`src/rtl/simplez_loader_pkg.sv`:
```
// Shared constants and state encoding for the Simplez serial program loader.
// Frame: HDR, LEN_H, LEN_L, {HI, LO} * n, CHK (8-bit sum of everything after HDR).
package simplez_loader_pkg;

  localparam int AW_DEFAULT = 9;
  localparam int DW_DEFAULT = 12;
  localparam int MAX_WORDS_DEFAULT = 504;

  localparam logic [7:0] HDR_DEFAULT = 8'h5A;
  localparam logic [7:0] ACK_OK  = 8'h4B;
  localparam logic [7:0] ACK_ERR = 8'h45;
  localparam logic [7:0] ACK_TMO = 8'h54;

  typedef enum logic [3:0] {
    ST_RUN,
    ST_IDLE,
    ST_LEN_H,
    ST_LEN_L,
    ST_DAT_H,
    ST_DAT_L,
    ST_WRITE,
    ST_CHK,
    ST_REPLY
  } state_t;

  // States in which the inter-byte gap is policed.
  function automatic logic in_frame(state_t s);
    return (s == ST_LEN_H) || (s == ST_LEN_L) || (s == ST_DAT_H) ||
           (s == ST_DAT_L) || (s == ST_WRITE) || (s == ST_CHK);
  endfunction

endpackage

```
`src/rtl/simplez_loader_if.sv`:
```
// Byte stream from uart_rx, reply path to uart_tx and the RAM write port.
interface simplez_loader_if #(
  parameter int AW = 9,
  parameter int DW = 12
);

  logic          rcv;
  logic [7:0]    rxdata;
  logic          tx_ready;
  logic          tx_start;
  logic [7:0]    tx_data;
  logic          ram_cs;
  logic          ram_rw;
  logic [AW-1:0] ram_addr;
  logic [DW-1:0] ram_din;

  modport master (
    input  rcv, rxdata, tx_ready,
    output tx_start, tx_data, ram_cs, ram_rw, ram_addr, ram_din
  );

  modport slave (
    output rcv, rxdata, tx_ready,
    input  tx_start, tx_data, ram_cs, ram_rw, ram_addr, ram_din
  );

endinterface

```
`src/rtl/simplez_loader_timer.sv`:
```
// Divide-by-M counter: tick fires after M consecutive enabled cycles and the
// count clears whenever ena drops, so it measures an uninterrupted gap.
module simplez_loader_timer #(
  parameter int M = 2400000
) (
  input  logic clk,
  input  logic rstn,
  input  logic ena,
  output logic tick
);

  localparam int CW = (M > 1) ? $clog2(M) : 1;

  logic [CW-1:0] count;

  assign tick = ena && (count == CW'(M - 1));

  always_ff @(posedge clk) begin
    if (!rstn || !ena) begin
      count <= '0;
    end else if (tick) begin
      count <= '0;
    end else begin
      count <= count + CW'(1);
    end
  end

endmodule

```
`src/rtl/simplez_loader.sv`:
```
// Serial program loader: assembles 12-bit words from UART bytes, writes them to RAM
// from address 0, holds the CPU in reset meanwhile and answers K/E/T on uart_tx.
module simplez_loader
  import simplez_loader_pkg::*;
#(
  parameter int         AW        = AW_DEFAULT,
  parameter int         DW        = DW_DEFAULT,
  parameter int         MAX_WORDS = MAX_WORDS_DEFAULT,
  parameter int         TIMEOUT   = 2400000,
  parameter int         AUTORUN   = 1,
  parameter logic [7:0] HDR       = HDR_DEFAULT
) (
  input  logic               clk,
  input  logic               rstn,
  simplez_loader_if.master   bus,
  output logic               cpu_rstn,
  output logic               busy,
  output logic               done,
  output logic               error
);

  localparam logic [AW-1:0] MAX_W = AW'(MAX_WORDS);
  localparam state_t        RESET_STATE = (AUTORUN != 0) ? ST_RUN : ST_IDLE;

  state_t        state;
  state_t        state_nxt;
  logic          pend;
  logic [7:0]    rx_byte;
  logic [AW-1:0] n;
  logic [AW-1:0] idx;
  logic [DW-1:0] word;
  logic [7:0]    sum;
  logic [7:0]    reply;
  logic [7:0]    reply_nxt;
  logic          take;
  logic          tmo;

  logic [AW-1:0] len_val;
  logic [AW-1:0] idx_inc;
  logic [7:0]    sum_add;
  logic          bad_len;

  assign len_val = {n[AW-1:8], rx_byte};
  assign idx_inc = idx + AW'(1);
  assign sum_add = sum + rx_byte;
  assign bad_len = (len_val == '0) || (len_val > MAX_W);

  simplez_loader_timer #(
    .M (TIMEOUT)
  ) u_timer (
    .clk  (clk),
    .rstn (rstn),
    .ena  (in_frame(state) && !bus.rcv),
    .tick (tmo)
  );

  always_ff @(posedge clk) begin
    if (!rstn) begin
      state <= RESET_STATE;
    end else begin
      state <= state_nxt;
    end
  end

  // A pending byte is consumed only in states that expect one; WRITE and REPLY leave it waiting.
  always_comb begin
    state_nxt = state;
    reply_nxt = reply;
    take      = 1'b0;
    case (state)
      ST_RUN, ST_IDLE: begin
        if (pend) begin
          take = 1'b1;
          if (rx_byte == HDR) state_nxt = ST_LEN_H;
        end
      end
      ST_LEN_H: begin
        if (pend) begin
          take      = 1'b1;
          state_nxt = ST_LEN_L;
        end
      end
      ST_LEN_L: begin
        if (pend) begin
          take = 1'b1;
          if (bad_len) begin
            state_nxt = ST_REPLY;
            reply_nxt = ACK_ERR;
          end else begin
            state_nxt = ST_DAT_H;
          end
        end
      end
      ST_DAT_H: begin
        if (pend) begin
          take      = 1'b1;
          state_nxt = ST_DAT_L;
        end
      end
      ST_DAT_L: begin
        if (pend) begin
          take      = 1'b1;
          state_nxt = ST_WRITE;
        end
      end
      ST_WRITE: begin
        state_nxt = (idx_inc == n) ? ST_CHK : ST_DAT_H;
      end
      ST_CHK: begin
        if (pend) begin
          take      = 1'b1;
          state_nxt = ST_REPLY;
          reply_nxt = (rx_byte == sum) ? ACK_OK : ACK_ERR;
        end
      end
      ST_REPLY: begin
        if (bus.tx_ready) state_nxt = (reply == ACK_OK) ? ST_RUN : ST_IDLE;
      end
      default: begin
        state_nxt = ST_IDLE;
      end
    endcase
    if (in_frame(state) && tmo) begin
      take      = 1'b0;
      state_nxt = ST_REPLY;
      reply_nxt = ACK_TMO;
    end
  end

  // A new rcv wins over consumption so a byte arriving while the previous one is taken is kept.
  always_ff @(posedge clk) begin
    if (!rstn) begin
      pend    <= 1'b0;
      rx_byte <= '0;
      n       <= '0;
      idx     <= '0;
      word    <= '0;
      sum     <= '0;
      reply   <= '0;
      done    <= 1'b0;
      error   <= 1'b0;
    end else begin
      if (bus.rcv) begin
        pend    <= 1'b1;
        rx_byte <= bus.rxdata;
      end else if (take) begin
        pend <= 1'b0;
      end
      reply <= reply_nxt;
      if (take) begin
        case (state)
          ST_RUN, ST_IDLE: begin
            if (rx_byte == HDR) begin
              sum   <= '0;
              done  <= 1'b0;
              error <= 1'b0;
            end
          end
          ST_LEN_H: begin
            n   <= {rx_byte[AW-9:0], 8'h00};
            sum <= sum_add;
          end
          ST_LEN_L: begin
            n   <= len_val;
            idx <= '0;
            sum <= sum_add;
          end
          ST_DAT_H: begin
            word[DW-1:8] <= rx_byte[DW-9:0];
            sum          <= sum_add;
          end
          ST_DAT_L: begin
            word[7:0] <= rx_byte;
            sum       <= sum_add;
          end
          default: begin
          end
        endcase
      end
      if (state == ST_WRITE) idx <= idx_inc;
      if (state == ST_REPLY && bus.tx_ready) begin
        if (reply == ACK_OK) done <= 1'b1;
        else                 error <= 1'b1;
      end
    end
  end

  assign bus.ram_cs   = (state == ST_WRITE);
  assign bus.ram_rw   = (state != ST_WRITE);
  assign bus.ram_addr = idx;
  assign bus.ram_din  = word;
  assign bus.tx_start = (state == ST_REPLY) && bus.tx_ready;
  assign bus.tx_data  = reply;
  assign cpu_rstn     = (state == ST_RUN);
  assign busy         = (state != ST_RUN) && (state != ST_IDLE);

endmodule

```
`src/flat_wrapper.sv`:
```
// flat-port wrapper written by rule: the top's interface ports become plain ports
module simplez_loader_flat import simplez_loader_pkg::*;
#(
  parameter int         AW        = AW_DEFAULT,
  parameter int         DW        = DW_DEFAULT,
  parameter int         MAX_WORDS = MAX_WORDS_DEFAULT,
  parameter int         TIMEOUT   = 2400000,
  parameter int         AUTORUN   = 1,
  parameter logic [7:0] HDR       = HDR_DEFAULT
)
  (clk, rstn, cpu_rstn, busy, done, error, bus_rcv, bus_rxdata, bus_tx_ready, bus_tx_start, bus_tx_data, bus_ram_cs, bus_ram_rw, bus_ram_addr, bus_ram_din);
  simplez_loader_if #(.AW(AW), .DW(DW)) bus_i ();
  input  logic clk;
  input  logic rstn;
  output logic cpu_rstn;
  output logic busy;
  output logic done;
  output logic error;
  input wire logic [$bits(bus_i.rcv)-1:0] bus_rcv;
  input wire logic [$bits(bus_i.rxdata)-1:0] bus_rxdata;
  input wire logic [$bits(bus_i.tx_ready)-1:0] bus_tx_ready;
  output wire logic [$bits(bus_i.tx_start)-1:0] bus_tx_start;
  output wire logic [$bits(bus_i.tx_data)-1:0] bus_tx_data;
  output wire logic [$bits(bus_i.ram_cs)-1:0] bus_ram_cs;
  output wire logic [$bits(bus_i.ram_rw)-1:0] bus_ram_rw;
  output wire logic [$bits(bus_i.ram_addr)-1:0] bus_ram_addr;
  output wire logic [$bits(bus_i.ram_din)-1:0] bus_ram_din;
  assign bus_i.rcv = bus_rcv;
  assign bus_i.rxdata = bus_rxdata;
  assign bus_i.tx_ready = bus_tx_ready;
  assign bus_tx_start = bus_i.tx_start;
  assign bus_tx_data = bus_i.tx_data;
  assign bus_ram_cs = bus_i.ram_cs;
  assign bus_ram_rw = bus_i.ram_rw;
  assign bus_ram_addr = bus_i.ram_addr;
  assign bus_ram_din = bus_i.ram_din;
  simplez_loader #(.AW(AW), .DW(DW), .MAX_WORDS(MAX_WORDS), .TIMEOUT(TIMEOUT), .AUTORUN(AUTORUN), .HDR(HDR)) u_core (.clk(clk), .rstn(rstn), .bus(bus_i), .cpu_rstn(cpu_rstn), .busy(busy), .done(done), .error(error));
endmodule
```
`config.mk`:
```
export PLATFORM = sky130hd
export DESIGN_NAME = simplez_loader_flat
export DESIGN_NICKNAME = d
export VERILOG_FILES = /design/src/rtl/simplez_loader_pkg.sv /design/src/rtl/simplez_loader_if.sv /design/src/rtl/simplez_loader_timer.sv /design/src/rtl/simplez_loader.sv /design/src/flat_wrapper.sv
export SDC_FILE = /design/constraint.sdc
export NUM_CORES = 1
export LEC_CHECK = 0
export CORE_MARGIN = 2
export CORE_UTILIZATION = 50
export CTS_CLUSTER_SIZE = 10
export DETAILED_ROUTE_END_ITERATION = 7
export PLACE_DENSITY = 0.88
export SYNTH_ARGS = -nofsm -noshare
export SYNTH_HDL_FRONTEND = slang
export SYNTH_SLANG_ARGS = --single-unit
export TNS_END_PERCENT = 100
```
`constraint.sdc`:
```
create_clock -name clk -period 2.2 [get_ports clk]
set_input_delay 0.44 -clock clk [delete_from_list [all_inputs] [get_ports clk]]
set_output_delay 0.44 -clock clk [all_outputs]
set_load 0.02 [all_outputs]
```
==> run summary, run 1 <==
The largest voltage drop on the vdd net was 0.771 mV; the number of buffers created by CTS was 9. TritonCTS built the clock tree. The biggest area contributor in the post-synthesis netlist is sky130_fd_sc_hd__dfxtp_1. Setup repair after global routing could not meet its margin everywhere. The post-synthesis share of cell area spent on xor and xnor gates is 0.0809. From left edge to right edge, the die measures 93.5 µm.

The total of buffers placed on input and output ports came out at 45. Timing would allow up to 444 MHz. The first detailed-routing pass took 6 iterations.

For the starting density of the core, the log shows 0.518. The routed length per instance came out at 16.4 µm. The library cells used most frequently in the layout, excluding fill and tap cells, are sky130_fd_sc_hd__nor2_1 (78), sky130_fd_sc_hd__dfxtp_1 (76), sky130_fd_sc_hd__buf_4 (57). The count of antenna diodes in the layout is 0.

The run gives 3756 as the via count of the first global-routing pass. 48 I/O pins were placed. After clock tree synthesis, the clock-pin slew on the worst setup and hold paths is 0.09 ns.

Wires add up to 11200 µm. The cell sitting at the root of the clock tree is a sky130_fd_sc_hd__clkbuf_8. STA classifies the critical path endpoint as a flip-flop. The violation count after the first detailed-routing iteration is 496, and the layout cell share with drive strength beyond 1 is 0.188. The number of antenna violations at the first check in global routing was 0. The clock period minus final worst setup slack was 2.25 ns.

The master of the slowest instance on the critical path was sky130_fd_sc_hd__or4b_1. Post-synthesis area per instance: 8.24 µm². Ranked by total cell area, the synthesized netlist is headed by sky130_fd_sc_hd__dfxtp_1 (40%), sky130_fd_sc_hd__nor2_1 (7.3%), sky130_fd_sc_hd__mux2i_1 (5.2%).

The proportion of synthesized flip-flops having asynchronous set or reset came out at 0. The final count of pins violating max slew is 0, and the synthesized netlist cell count is 486. The signal on the critical path passes through buf_6 > ha_4 > nand3_1 > o211ai_1 > o41ai_2 > xor2_1 > or4b_1 > a31oi_1.

The tools report the static power due to leakage as 0.00202 µW. The critical setup path kind was flip-flop to flip-flop. The path class of the tightest hold or removal check is flip-flop to flip-flop. Counting along the longest clock path gives a buffer depth of 2. The data required time of the critical path is 2.49 ns, and the area inside the core boundary is 7730 µm². Once placement finished, the instance area stood at 4900 µm². At the placement stage, the worst setup path has a slack of -0.484 ns. The number of endpoints failing setup at the final stage is 1. The flow ran to the end, but the final reports show violations. For the pin with the worst max-slew slack, the measured transition is 0.540 ns. The post-synthesis mux area share is 0.0525, and the headroom to the max-slew limit is 0.636. For this run, design rule violations remaining after detail routing come to 0. Including well taps, the total number of placed cells is 665.

Relative area change from synthesis to final layout: 32.9%. The largest stage delay on the critical path was 0.52 ns. Final hold violation count: 0.

The least setup slack across all paths after layout is -0.0515 ns. The power density normalized to cell area is 590 nW/µm². The mapped netlist covers 4010 µm².

Via-per-instance ratio: 5.81. After synthesis, the largest family of logic cells by area is simple AND/OR/NAND/NOR gates. The HPWL reported at the end of detailed placement was 7570 µm; the number of vias after detailed routing was 3987. The initialized floorplan defines 32 standard-cell rows. The sequential area share after synthesis is 0.400, and the worst-skew pair later-pin latency is 0.36 ns. The number of distinct library cell variants in the gate-level netlist after synthesis was 57.

The worst clock skew on the final layout is 0.0190 ns, and the count of state elements after synthesis is 80. The worst setup path is launched from a flip-flop. The number of warnings printed during yosys synthesis was 0; the maximum net fanout on the critical path was 4. The area fraction in compound gates after synthesis came out at 0.116. The clock tree synthesis step divided the H-tree into 3 levels. The final reports fail on negative setup slack. For the final instance area, the log shows 5330 µm². Clock tree synthesis found a total of 80 sinks. The adder-cell share of the synthesized area was 0.0331.

The number of nets at the end of the flow is 601. The final weighted congestion in routability-driven placement was 0.906; the fraction of post-synthesis cell area in the top cell type by area was 0.400. The first global-routing pass estimated 17500 µm of wire. Leaving out fill and tap cells, the most frequent cell in the layout is sky130_fd_sc_hd__nor2_1. The simple-gate area share of the yosys netlist is 0.272. The number of hold buffers added after CTS is 0, and the number of enable flip-flop cells after synthesis is 0. The run gives 3140 µW as the total power of the final layout. From bottom edge to top edge, the die measures 93.5 µm. The tools report the overall overflow remaining after global route as 0. Among all flip-flop cells after synthesis, the most frequent one is sky130_fd_sc_hd__dfxtp_1. The all-layer global routing usage came out at 0.252. The share of the clock period used by the worst path came out at 1.02. The tool flagged a number of max-cap violations equal to 0. The floorplan step defined a die boundary enclosing 8750 µm². The count of cells in the finished layout, fillers not included, comes to 686. At the worst endpoint, the arrival time is 2.54 ns. Entering global routing, the biggest net connects 26 pins.

For the number of nets with antenna violations after detailed routing, the log shows 0.
==> cells by family after synthesis <==
kind of cell,count (synthesis)
and+or+nand+nor,221
DFF,80
AOI/OAI and AO/OA,76
buffers and inverters,40
xor gates and xnor gates,37
muxes,21
adders and majority gates,10
other,1
==> critical path: cells and delay by family, from the launching register on <==
kind / cells / cell delay (ns)
AOI/OAI and AO/OA: 3 / 0.75
xor gates and xnor gates: 1 / 0.15
adders and majority gates: 1 / 0.21
buffers and inverters: 1 / 0.13
DFF: 1 / 0.34
and+or+nand+nor: 2 / 0.61
==> through the flow <==
stage,util,TNS (ns),hold WS (ns)
final,0.689,-0.0515,0.468
after global placement,0.634,-20.54,0.444
after floorplan,-,-0.0688,0.428
after CTS,0.672,-0.107,0.466
after detailed placement,0.634,-24.70,0.453
after global routing,0.689,-0.195,0.486
==> per-layer routing <==
metal / track usage / routed length, µm / vias up
met5: 0 / 0 / -
met4: 0.124 / 380 / 0
met3: 0.0492 / 870 / 44
met2: 0.418 / 5340 / 214
met1: 0.311 / 4630 / 1846
li1: - / - / 1883
==> synth_stat cells, types with 5 or more instances <==
library cell and number:
sky130_fd_sc_hd__xor2_1 18, sky130_fd_sc_hd__nor3_1 10, sky130_fd_sc_hd__nor2_1 78, sky130_fd_sc_hd__nand2_1 43
sky130_fd_sc_hd__inv_1 13, sky130_fd_sc_hd__and3_1 7, sky130_fd_sc_hd__nor4_1 7, sky130_fd_sc_hd__nand4_1 5
sky130_fd_sc_hd__nand3_1 34, sky130_fd_sc_hd__mux2i_1 21, sky130_fd_sc_hd__o21ai_0 12, sky130_fd_sc_hd__or3_1 6
sky130_fd_sc_hd__a21oi_1 32, sky130_fd_sc_hd__buf_4 5, sky130_fd_sc_hd__dfxtp_1 80, sky130_fd_sc_hd__xnor2_1 19
sky130_fd_sc_hd__clkbuf_1 14, sky130_fd_sc_hd__ha_1 9, sky130_fd_sc_hd__nor2b_1 6, sky130_fd_sc_hd__a31oi_1 7
==> registers in the layout (all words and copies together) (netlist names) <==
| register | count |
|---|---|
| u_core.bus.ram_addr | 9 |
| u_core.bus.ram_din | 12 |
| u_core.bus.tx_data | 5 |
| u_core.done | 1 |
| u_core.error | 1 |
| u_core.n | 9 |
| u_core.pend | 1 |
| u_core.rx_byte | 8 |
| u_core.state | 4 |
| u_core.sum | 8 |
| u_core.u_timer.count | 22 |
==> repair_timing <==
| action | 4_1_cts | 5_1_grt |
|---|---|---|
| endpoints found under the setup margin | 46 | 57 |
| gates resized for setup | 15 | 25 |
| cloned | 0 | 2 |
| pin swaps | 2 | 7 |
| setup buffers | 0 | 5 |
| hold endpoints to repair | 0 | 0 |
==> final cells by class <==
| cell class | instances | area [µm²] |
|---|---|---|
| fillers | 577 | 2400 |
| multi-input cells | 369 | 2390 |
| inverters | 15 | 56.3 |
| flip-flops and latches | 80 | 1610 |
| repair buffers | 104 | 882 |
| clock inverters | 7 | 141 |
| clock buffers | 9 | 124 |
| well taps | 102 | 128 |
==> final timing paths <==
path | from | endpoint | slack, ns | cells after the start
max reg2reg | u_core.rx_byte[2]$_SDFFE_PN0P_ | u_core.sum[7]$_SDFFE_PN0P_ | -0.05 | 8
min | u_core.error$_SDFF_PN0_ | u_core.error$_SDFF_PN0_ | 0.47 | 2
min reg2reg | u_core.error$_SDFF_PN0_ | u_core.error$_SDFF_PN0_ | 0.47 | 2
max | u_core.rx_byte[2]$_SDFFE_PN0P_ | u_core.sum[7]$_SDFFE_PN0P_ | -0.05 | 8
==> report_power, final <==
part           internal [µW]  switching (µW)
clock                    871             565
combinational            100             135
sequential              1460            14.0
No activity file was read; power rests on OpenSTA's default activity.
==> inputs of run 2 (changes only) <==
--- a/config.mk
+++ b/config.mk
@@ -5,11 +5,13 @@
 export SDC_FILE = /design/constraint.sdc
 export NUM_CORES = 1
 export LEC_CHECK = 0
+export ABC_AREA = 1
+export ABC_CLOCK_PERIOD_IN_PS = 2200
 export CORE_MARGIN = 2
-export CORE_UTILIZATION = 50
+export CORE_UTILIZATION = 51
 export CTS_CLUSTER_SIZE = 10
 export DETAILED_ROUTE_END_ITERATION = 7
-export PLACE_DENSITY = 0.88
+export PLACE_DENSITY = 0.89
 export SYNTH_ARGS = -nofsm -noshare
 export SYNTH_HDL_FRONTEND = slang
 export SYNTH_SLANG_ARGS = --single-unit
==> run summary, run 2 <==
The horizontal extent of the die came out at 94.0 µm (was 93.5 µm). The combinational family with the most area after synthesis was simple AND/OR/NAND/NOR gates (unchanged). The area fraction in compound gates after synthesis is 0.113 (was 0.116). Register with the most flip-flops: u_core.u_timer.count (unchanged). The share of the clock period used by the worst path was 0.924 (was 1.02). The run gives 24 (was 26) as the maximum number of pins on one net before global-route repair.

Simple-gate area share of the yosys netlist: 0.356 (was 0.272). Master of the slowest instance on the critical path: sky130_fd_sc_hd__dfxtp_1 (was sky130_fd_sc_hd__or4b_1). The final weighted congestion in routability-driven placement was 0.935 (was 0.906).

The cell that appears most often on the critical path is sky130_fd_sc_hd__inv_2. The maximum net fanout on the critical path is 6 (was 4). Layout cell share with drive strength beyond 1: 0.0992 (was 0.188). The number of endpoints failing setup at the final stage came out at 0 (was 1).

The tools report the number of hold buffers added after CTS as 0 (unchanged). The logs give 0.0109 ns (was 0.0190 ns) for the worst clock skew on the final layout and 10000 µm (was 11200 µm) for the wire length reported by the detailed router. The post-synthesis area per instance was 6.92 µm² (was 8.24 µm²); the synthesized netlist cell count was 597 (was 486). H-tree depth: 3 (unchanged). The launching element type of the critical path is a flip-flop (unchanged). The total of buffers placed on input and output ports is 45 (unchanged). The tools report the kind of end point of the critical path as an output port (was a flip-flop). The number of sinks on the clock net is 80 (unchanged), and the reported net switching power is 644 µW (was 715 µW). Top area cells in the synthesized netlist: sky130_fd_sc_hd__dfxtp_1 (39%), sky130_fd_sc_hd__nand2_1 (13%), sky130_fd_sc_hd__nand3_1 (7.8%) (was sky130_fd_sc_hd__dfxtp_1 (40%), sky130_fd_sc_hd__nor2_1 (7.3%), sky130_fd_sc_hd__mux2i_1 (5.2%)).

The flip-flop count of the largest register, all copies and words added is 22 (unchanged), and the all-layer global routing usage is 0.235 (was 0.252). The dominant synthesized flop cell is sky130_fd_sc_hd__dfxtp_1 (unchanged). The leading cell type in the layout, fill and taps excluded was sky130_fd_sc_hd__nand2_1 (was sky130_fd_sc_hd__nor2_1).

The HPWL reported at the end of detailed placement is 7210 µm (was 7570 µm). The final hold violation count was 0 (unchanged). The total internal power is 2100 µW (was 2430 µW), and the static power due to leakage is 0.00185 µW (was 0.00202 µW).

The number of top-level design ports is 48 (unchanged). The cell with the most instances after synthesis is sky130_fd_sc_hd__nand2_1 (was sky130_fd_sc_hd__dfxtp_1). The starting density of the core was 0.532 (was 0.518); the number of buffer and inverter stages on the critical path was 3 (was 1).

The worst hold slack is 0.454 ns (was 0.468 ns). The area inside the core boundary was 7770 µm² (was 7730 µm²); the data arrival time of the worst path was 1.59 ns (was 2.54 ns). The run gives 3847 (was 3756) as the via count of the first global-routing pass.

For the number of buffers created by CTS, the log shows 9 (unchanged). The number of enable flip-flop cells after synthesis is 0 (unchanged), and the post-synthesis mux area share is 0 (was 0.0525). The count of state elements after synthesis is 80 (unchanged).

The maximum number of buffers from clock root to sink was 2 (unchanged). The post-synthesis share of cell area spent on xor and xnor gates works out to 0.0297 (was 0.0809). The routed length per instance came out at 13.3 µm (was 16.4 µm).

Residual DRC count: 0 (unchanged). The largest stage delay on the critical path is 0.35 ns (was 0.52 ns), and the relative contribution of the clock network to total power is 0.411 (was 0.457). The flow ran to the end, and the final reports show no timing, DRC or antenna violations. For the data required time of the critical path, the log shows 1.76 ns (was 2.49 ns).

The cell type with the largest total area after synthesis is sky130_fd_sc_hd__dfxtp_1 (unchanged). The switching share of power came out at 0.235 (was 0.227). For the number of warnings printed during yosys synthesis, the log shows 0 (unchanged). The run gives 45 (was 57) as the number of distinct library cell variants in the gate-level netlist after synthesis. The logs give 16600 µm (was 17500 µm) for the wire length of the first global-routing pass and 0 (unchanged) for the final count of pins violating max slew. Commonest cells after routing, fill and taps aside: sky130_fd_sc_hd__nand2_1 (146), sky130_fd_sc_hd__dfxtp_1 (80), sky130_fd_sc_hd__nand3_1 (64) (was sky130_fd_sc_hd__nor2_1 (78), sky130_fd_sc_hd__dfxtp_1 (76), sky130_fd_sc_hd__buf_4 (57)). Master cell of the clock root buffer: sky130_fd_sc_hd__clkbuf_8 (unchanged). For the total power of the final layout, the log shows 2740 µW (was 3140 µW).

The critical setup path kind was flip-flop to output port (was flip-flop to flip-flop). The fraction of post-synthesis cell area in the top cell type by area is 0.388 (was 0.400), and the overall overflow remaining after global route is 0 (unchanged). The adder-cell share of the synthesized area was 0.0321 (was 0.0331); the largest voltage drop on the vdd net was 0.273 mV (was 0.771 mV). The die span in y is 94.0 µm (was 93.5 µm). The top cell family by delay on the critical path is buffers and inverters (was compound AO/OA/AOI/OAI gates).

The maximum clock frequency was 492 MHz (was 444 MHz). The power density normalized to cell area works out to 555 nW/µm² (was 590 nW/µm²). The number of vias after detailed routing was 4128 (was 3987); the number of nets at the end of the flow was 672 (was 601). Series of cell instances along the critical path: inv_2 > nand2_1 > nor2_2 > inv_2 > dlygate4sd2_1 (was buf_6 > ha_4 > nand3_1 > o211ai_1 > o41ai_2 > xor2_1 > or4b_1 > a31oi_1).

TritonCTS built the clock tree. List of most frequent post-synthesis cells: sky130_fd_sc_hd__nand2_1 (146), sky130_fd_sc_hd__dfxtp_1 (80), sky130_fd_sc_hd__nand3_1 (64) (was sky130_fd_sc_hd__dfxtp_1 (80), sky130_fd_sc_hd__nor2_1 (78), sky130_fd_sc_hd__nand2_1 (43)). Count of antenna diodes in the layout: 0 (unchanged). The run gives 0.388 (was 0.400) as the sequential area share after synthesis. The clock period minus final worst setup slack works out to 2.03 ns (was 2.25 ns). Setup repair after global routing left no endpoint under its margin. The via-per-instance ratio was 5.45 (was 5.81); the number of nets with antenna violations after detailed routing was 0 (unchanged).

The worst-skew pair later-pin latency is 0.36 ns (about the same). The number of antenna violations at the first check in global routing was 0 (unchanged); the clock input transition at the sequential cells of the worst setup and hold paths was 0.08 ns (was 0.09 ns). The tools report the share of total power in sequential cells as 0.540 (was 0.469).

Class of the tightest hold or removal check: flip-flop to flip-flop (unchanged). The combinational cell fraction of total power came out at 0.049 (was 0.075). The relative area change from synthesis to final layout was 19.4% (was 32.9%).

The proportion of synthesized flip-flops having asynchronous set or reset was 0 (unchanged); the number of optimization iterations in the first detailed-route pass was 5 (was 6). The violation count after the first detailed-routing iteration is 230 (was 496). Total of max-cap violations: 0 (unchanged). The logs give 4130 µm² (was 4010 µm²) for the post-synthesis instance area and 32 (unchanged) for the number of rows created at floorplan. For the area of the die, the log shows 8830 µm² (was 8750 µm²).
run 2: final timing paths:
kind | slack (ns) | startpoint | endpoint | depth (start not counted)
worst min register to register | 0.45 | u_core.u_timer.count[0]$_SDFF_PP0_ | u_core.u_timer.count[0]$_SDFF_PP0_ | 1
worst max register to register | 0.17 | u_core.rx_byte[1]$_SDFFE_PN0P_ | u_core.sum[6]$_SDFFE_PN0P_ | 9
worst max-delay path | 0.17 | u_core.state[3]$_SDFFE_PN0P_ | bus_ram_rw | 5
worst min-delay path | 0.45 | u_core.u_timer.count[0]$_SDFF_PP0_ | u_core.u_timer.count[0]$_SDFF_PP0_ | 1
run 2: metrics by stage:
stage / std cells / area (µm²) / util / setup TNS (ns) / worst slack (ns)
floorplan: 598 / 4130 / - / 0 / 0.423
global placement: 741 / 4720 / 0.607 / -0.110 / -0.110
detailed placement: 741 / 4720 / 0.607 / -0.174 / -0.174
CTS: 757 / 4920 / 0.634 / 0 / 0.0119
global route: 757 / 4930 / 0.635 / 0 / 0.0443
finish: 757 / 4930 / 0.635 / 0 / 0.166
run 2: final cells by class:
type / instances / area (µm²)
repair buffers: 57 / 542
inverters: 66 / 250
flip-flops and latches: 80 / 1600
well taps: 102 / 128
clock inverters: 5 / 55.1
fillers: 669 / 2830
clock buffers: 11 / 151
multi-input cells: 436 / 2210
run 2: routing by layer:
layer	global-route usage	up-vias	routed length (µm)
li1	-	2050	-
met1	0.276	1919	4170
met5	0	-	0
met3	0.0457	36	472
met2	0.407	123	5110
met4	0.115	0	300
run 2: logic make-up after synthesis:
logic type / after synthesis
AO/OA/AOI/OAI: 88
XOR/XNOR: 14
adder cells (fa/ha/maj): 10
buffers and inverters: 82
flip-flops: 80
other: 1
AND/OR/NAND/NOR: 322
run 2: timing repair:
item	4_1_cts	5_1_grt
setup buffers	0	0
endpoints found under the setup margin	3	3
resized for setup	4	3
run 2: power by group through the flow:
stage / logic [µW] / clock network, µW / registers, µW
3_3_place_gp: 131 / 0 / 1510
2_1_floorplan: 82.6 / 0 / 1510
4_1_cts: 135 / 1140 / 1480
6_report: 136 / 1120 / 1480
3_5_place_dp: 134 / 0 / 1510
5_1_grt: 149 / 1210 / 1480
==> inputs of run 3 (changes only) <==
--- a/config.mk
+++ b/config.mk
@@ -12,6 +12,7 @@
 export CTS_CLUSTER_SIZE = 10
 export DETAILED_ROUTE_END_ITERATION = 7
 export PLACE_DENSITY = 0.89
+export SLEW_MARGIN = 0
 export SYNTH_ARGS = -nofsm -noshare
 export SYNTH_HDL_FRONTEND = slang
 export SYNTH_SLANG_ARGS = --single-unit
==> results of run 3 <==
Final layout, timing and power as in run 2 (identical DEF).
